--- config.mk ---
export PLATFORM = sky130hd
export DESIGN_NAME = cmd_decoder
export DESIGN_NICKNAME = d
export VERILOG_FILES = /design/src/rtl/cmd_pkg.sv /design/src/rtl/cmd_decoder_edge_detect.sv /design/src/rtl/cmd_decoder.sv
export SDC_FILE = /design/constraint.sdc
export NUM_CORES = 1
export LEC_CHECK = 0
export ABC_CLOCK_PERIOD_IN_PS = 3980
export CORE_MARGIN = 10
export CORE_UTILIZATION = 45
export DETAILED_ROUTE_END_ITERATION = 10
export PLACE_DENSITY = 0.81
export SYNTH_ARGS = -nofsm -noshare
export SYNTH_HDL_FRONTEND = slang
export SYNTH_SLANG_ARGS = --single-unit
--- constraint.sdc ---
create_clock -name clk -period 3.98 [get_ports clk]
set_input_delay 0.796 -clock clk [delete_from_list [all_inputs] [get_ports clk]]
set_output_delay 0.796 -clock clk [all_outputs]
set_load 0.02 [all_outputs]
--- src/rtl/cmd_pkg.sv ---
// Command decoder shared definitions: ASCII command bytes,
// unknown-byte echo value and echo FSM state encoding.
package cmd_pkg;

  localparam logic [7:0] CH_R_UP = 8'h52;
  localparam logic [7:0] CH_R_LO = 8'h72;
  localparam logic [7:0] CH_C_UP = 8'h43;
  localparam logic [7:0] CH_C_LO = 8'h63;
  localparam logic [7:0] CH_M_UP = 8'h4D;
  localparam logic [7:0] CH_M_LO = 8'h6D;
  localparam logic [7:0] CH_U_UP = 8'h55;
  localparam logic [7:0] CH_U_LO = 8'h75;
  localparam logic [7:0] CH_UNK  = 8'h3F;

  typedef enum logic [1:0] {
    S_IDLE = 2'd0,
    S_SEND = 2'd1,
    S_WAIT = 2'd2
  } echo_state_t;

  function automatic logic is_cmd(
    input logic [7:0] b,
    input logic [7:0] up,
    input logic [7:0] lo
  );
    return (b == up) || (b == lo);
  endfunction

endpackage

--- src/rtl/cmd_decoder_edge_detect.sv ---
// 1-bit rising-edge detector; history clears to 0 so a level
// held through reset yields one event after release.
module edge_detect (
  input  logic clk,
  input  logic reset_n,
  input  logic i_d,
  output logic o_rise
);

  logic r_prev;

  always_ff @(posedge clk or negedge reset_n) begin
    if (!reset_n) r_prev <= 1'b0;
    else          r_prev <= i_d;
  end

  assign o_rise = i_d & ~r_prev;

endmodule

--- src/rtl/cmd_decoder.sv ---
// Button/UART command decoder driving counter controls,
// with a single-byte UART echo FSM.
module cmd_decoder (
  input  logic       clk,
  input  logic       reset_n,
  input  logic       btn_L,
  input  logic       btn_R,
  input  logic       btn_D,
  input  logic       btn_U,
  input  logic [7:0] rx_data,
  input  logic       rx_done,
  input  logic       tx_busy,
  input  logic       tx_done,
  output logic [7:0] tx_data,
  output logic       tx_start,
  output logic       en,
  output logic       clear,
  output logic       mode,
  output logic       up_down
);

  import cmd_pkg::*;

  logic w_rise_l, w_rise_r, w_rise_d, w_rise_u;
  logic w_rx_r, w_rx_c, w_rx_m, w_rx_u, w_known;
  logic w_ev_run, w_ev_clr, w_ev_mode, w_ev_ud;
  logic w_tx_start;
  logic r_en, r_clear, r_mode, r_ud;
  logic [7:0] r_tx_data;
  echo_state_t r_state, w_next;

  edge_detect u_edge_l (
    .clk(clk), .reset_n(reset_n),
    .i_d(btn_L), .o_rise(w_rise_l)
  );
  edge_detect u_edge_r (
    .clk(clk), .reset_n(reset_n),
    .i_d(btn_R), .o_rise(w_rise_r)
  );
  edge_detect u_edge_d (
    .clk(clk), .reset_n(reset_n),
    .i_d(btn_D), .o_rise(w_rise_d)
  );
  edge_detect u_edge_u (
    .clk(clk), .reset_n(reset_n),
    .i_d(btn_U), .o_rise(w_rise_u)
  );

  assign w_rx_r = rx_done & is_cmd(rx_data, CH_R_UP, CH_R_LO);
  assign w_rx_c = rx_done & is_cmd(rx_data, CH_C_UP, CH_C_LO);
  assign w_rx_m = rx_done & is_cmd(rx_data, CH_M_UP, CH_M_LO);
  assign w_rx_u = rx_done & is_cmd(rx_data, CH_U_UP, CH_U_LO);
  assign w_known = w_rx_r | w_rx_c | w_rx_m | w_rx_u;

  // OR merges a button and UART hit on the same command
  assign w_ev_run  = w_rise_r | w_rx_r;
  assign w_ev_clr  = w_rise_d | w_rx_c;
  assign w_ev_mode = w_rise_l | w_rx_m;
  assign w_ev_ud   = w_rise_u | w_rx_u;

  always_ff @(posedge clk or negedge reset_n) begin
    if (!reset_n) begin
      r_en    <= 1'b0;
      r_clear <= 1'b0;
      r_mode  <= 1'b0;
      r_ud    <= 1'b0;
    end else begin
      r_en    <= r_en ^ w_ev_run;
      r_clear <= w_ev_clr & ~r_en;
      r_mode  <= r_mode ^ w_ev_mode;
      r_ud    <= r_ud ^ w_ev_ud;
    end
  end

  always_ff @(posedge clk or negedge reset_n) begin
    if (!reset_n) r_state <= S_IDLE;
    else          r_state <= w_next;
  end

  always_comb begin
    w_next     = r_state;
    w_tx_start = 1'b0;
    unique case (r_state)
      S_IDLE: if (rx_done) w_next = S_SEND;
      S_SEND: begin
        if (!tx_busy) begin
          w_tx_start = 1'b1;
          w_next     = S_WAIT;
        end
      end
      S_WAIT: if (tx_done) w_next = S_IDLE;
      default: w_next = S_IDLE;
    endcase
  end

  // echo byte only captured when idle; later bytes are dropped
  always_ff @(posedge clk or negedge reset_n) begin
    if (!reset_n) begin
      r_tx_data <= 8'h00;
    end else if (r_state == S_IDLE && rx_done) begin
      r_tx_data <= w_known ? rx_data : CH_UNK;
    end
  end

  assign tx_data  = r_tx_data;
  assign tx_start = w_tx_start;
  assign en       = r_en;
  assign clear    = r_clear;
  assign mode     = r_mode;
  assign up_down  = r_ud;

endmodule

==> results by group <==
Synth
  – Avg Cell Area, Syn: 10.79 µm²
  – Syn_nets: 91
  – Synth warn: 0
  – Top-area cell type share of the netlist area: 56.43%
  – Seq/Total Area, Yosys: 56.43%
  – Area leader, netlist: dfrtp_1
  – Synthesis-stage register bit count: 18
  – Post-Synthesis Cells: 74
  – Area of the mapped netlist: 798.3 µm²
  – Yosys cell types: 25
  – Largest cells by area after synthesis: dfrtp_1, a21oi_1, nor2_1, nor3b_1, nand2b_1

Drt
  – Starting DRT DRC Count: 16
  – Drt drc: 0
  – DR pass1 iterations: 4
  – Avg WL per Cell: 13.79 µm
  – Avg Vias per Cell: 5.015
  – Routed wire length: 1.807 mm
  – Post-route ant nets: 0
  – Vias: 657

Pwr
  – Int Power: 0.3175 mW
  – Power density cells: 399.8 nW/µm²
  – Power, Total: 0.4577 mW
  – Clock group share of total power: 19.6%
  – Peak supply drop: 0.2335 mV
  – Sw Ratio: 30.63%
  – Leakage: 0.4566 nW
  – Logic gate share of total power: 30.2%
  – Sequential share of power: 50.2%
  – Net Sw Power: 0.1402 mW

Cells and area
  – Finished Layout Cells: 131
  – Final nets: 125
  – Share of layout cells above drive strength 1: 6.604%
  – Diode count: 0
  – Fill count: 124
  – Final instance area: 1145 µm²
  – Area grow syn2layout: 43.42%

Floorplan
  – Core Box Area: 1708 µm²
  – Boundary Pins: 30
  – Area of the die: 3858 µm²
  – Initial core utilization: 46.74%
  – Row count: 15
  – Overall die height: 62.12 µm
  – Die X: 62.12 µm

Timing
  – Final critical-path share of the clock period: 72.43%
  – Final max-slew violation count: 0
  – Final Skew: 0.001366 ns
  – Post-Route Setup TNS: 0 ns
  – Crit path time final: 2.883 ns
  – Final Hold Slack: 0.4772 ns
  – Setup violations, final: 0
  – Worst Max-Slew Pin Slew: 0.7797 ns
  – Hold Fails Final Rpt: 0
  – Relative slew margins: 47.86%
  – Fmax: 346.9 MHz
  – RSZ-0062 raised after global routing: false

Worst setup path
  – Most common cell on crit path: clkdlybuf4s50_1
  – Top fanout value on the critical path: 2
  – Setup Crit Path Kind: primary input to primary output
  – Stages on the worst setup path: 3
  – Crit start category: primary input
  – CP peak stage delay: 0.64 ns
  – Crit-path cells: clkdlybuf4s50_1, nor3b_1, clkdlybuf4s50_1
  – Buf/Inv on CP: 2
  – CP arrival: 2.09 ns
  – Req. time, crit path: 3.18 ns
  – Register-to-Register Path Depth: 4
  – R2r setup slk: 2.55 ns
  – CP endpoint kind: primary output
  – CP top delay family: buffers and inverters
  – CP max stage cell: clkdlybuf4s50_1

Clocking
  – Skew-Pair Late Insertion Delay: 0.29 ns
  – CTS Buffer Depth: 2
  – # resized after CTS: 0
  – CTS clk-pin slew, worst paths: 0.10 ns
  – CTS H-tree lvls: 1
  – Hold_buf cts: 0
  – CTS Sinks: 18
  – TritonCTS clock tree: yes
  – CTS Buf Count: 3
  – # Post-CTS Setup Buffers: 0
  – Root buffer cell: clkbuf_4

Global route
  – GR Util All Layers: 9.198%
  – Number of global-route vias before repair: 666
  – First-pass GRT wire length: 3.015 mm
  – Grt ovf: 0
  – Largest net degree at the start of global routing: 19
  – Number of antenna violations at the first check in global routing: 0

Placed design
  – Routability cong.: 0.7782
  – Post-Place Cells: 128
  – Dpl cell area: 1122 µm²
  – HPWL Detailed: 1.436 mm
  – Port Buf Inserts: 29

Min path
  – Hold crit path type: flip-flop to flip-flop
  – Hold path depth: 1

Status
  – Status: finished clean

Flow run
  – Max cap viols: 0
## cell usage after synthesis, drive strengths merged
cell type,instances
a211oi,1
a21bo,1
a21oi,7
a41oi,1
and2b,1
and3b,1
buf,1
dfrtp,18
inv,5
mux2i,1
nand2,2
nand2b,4
nand3,1
nand3b,2
nand4bb,1
nor2,8
nor2b,1
nor3,2
nor3b,4
o22ai,4
o32a,2
or2,1
or3b,2
xnor2,1
xor2,2
## logic make-up after synthesis
kind of cell,Yosys count,share of synthesized area (%)
simple gates,30,22.73
compound gates,16,13.32
mux,1,1.254
buf+inv,6,2.978
xor+xnor,3,3.292
flops,18,56.43
## per-stage QoR
stage | utilization, % | worst slack [ns]
after floorplan | - | 1.837
after global placement | 65.71 | 1.110
after detailed placement | 65.71 | 1.083
after CTS | 67.03 | 1.083
after global routing | 67.03 | 0.9681
final | 67.03 | 1.097
## final cells by class
class | instances | area (µm²) | area share (%)
Multi-Input combinational cell | 50 | 324.1 | 28.31
Sequential cell | 18 | 450.4 | 39.34
Inverter | 5 | 18.77 | 1.639
Tap cell | 25 | 31.28 | 2.732
Timing Repair Buffer | 30 | 297.8 | 26.01
Clock buffer | 3 | 22.52 | 1.967
## path summary, 6_finish.rpt
kind / end / startpoint
min in group asynchronous: tx_data[6] / reset_n
setup reg to reg: tx_data[4] / r_state[0]
max in group asynchronous: r_state[0] / reset_n
hold reg to reg: up_down / up_down
hold / removal: up_down / up_down
setup / recovery: tx_start / tx_busy
## per-layer routing
metal  track usage, %  part of all wire, %  vias up
li1                 -                    -      325
met1            10.86                   44      308
met2            13.85                   45       20
met3            4.659                  8.9        4
met4            3.429                  1.4        0
met5                0                    0        -
## power by group through the flow
stage	clock network, mW	registers (mW)	logic, mW
3_5_place_dp	0	0.233	0.140
4_1_cts	0.0924	0.230	0.141
5_1_grt	0.0974	0.233	0.149
3_3_place_gp	0	0.231	0.139
6_report	0.0899	0.230	0.138
2_1_floorplan	0	0.254	0.0423
## placed cells by master, fill, tap and decap left out, drive strengths merged, types with 2 or more instances in the layout
cell / instances
a21oi: 7
clkbuf: 3
clkdlybuf4s50: 29
dfrtp: 18
inv: 5
nand2: 2
nand2b: 4
nand3b: 2
nor2: 8
nor3: 2
nor3b: 4
o22ai: 4
o32a: 2
or3b: 2
xor2: 2
## state kept, by name, summed over array words and instances (netlist names)
| name | flops |
|---|---|
| tx_data | 8 |
| u_edge_u.r_prev | 1 |
| en | 1 |
| u_edge_l.r_prev | 1 |
| up_down | 1 |
| mode | 1 |
| u_edge_d.r_prev | 1 |
| u_edge_r.r_prev | 1 |
| r_state | 2 |
| clear | 1 |
Note: power is estimated with default switching activity, not from simulation.
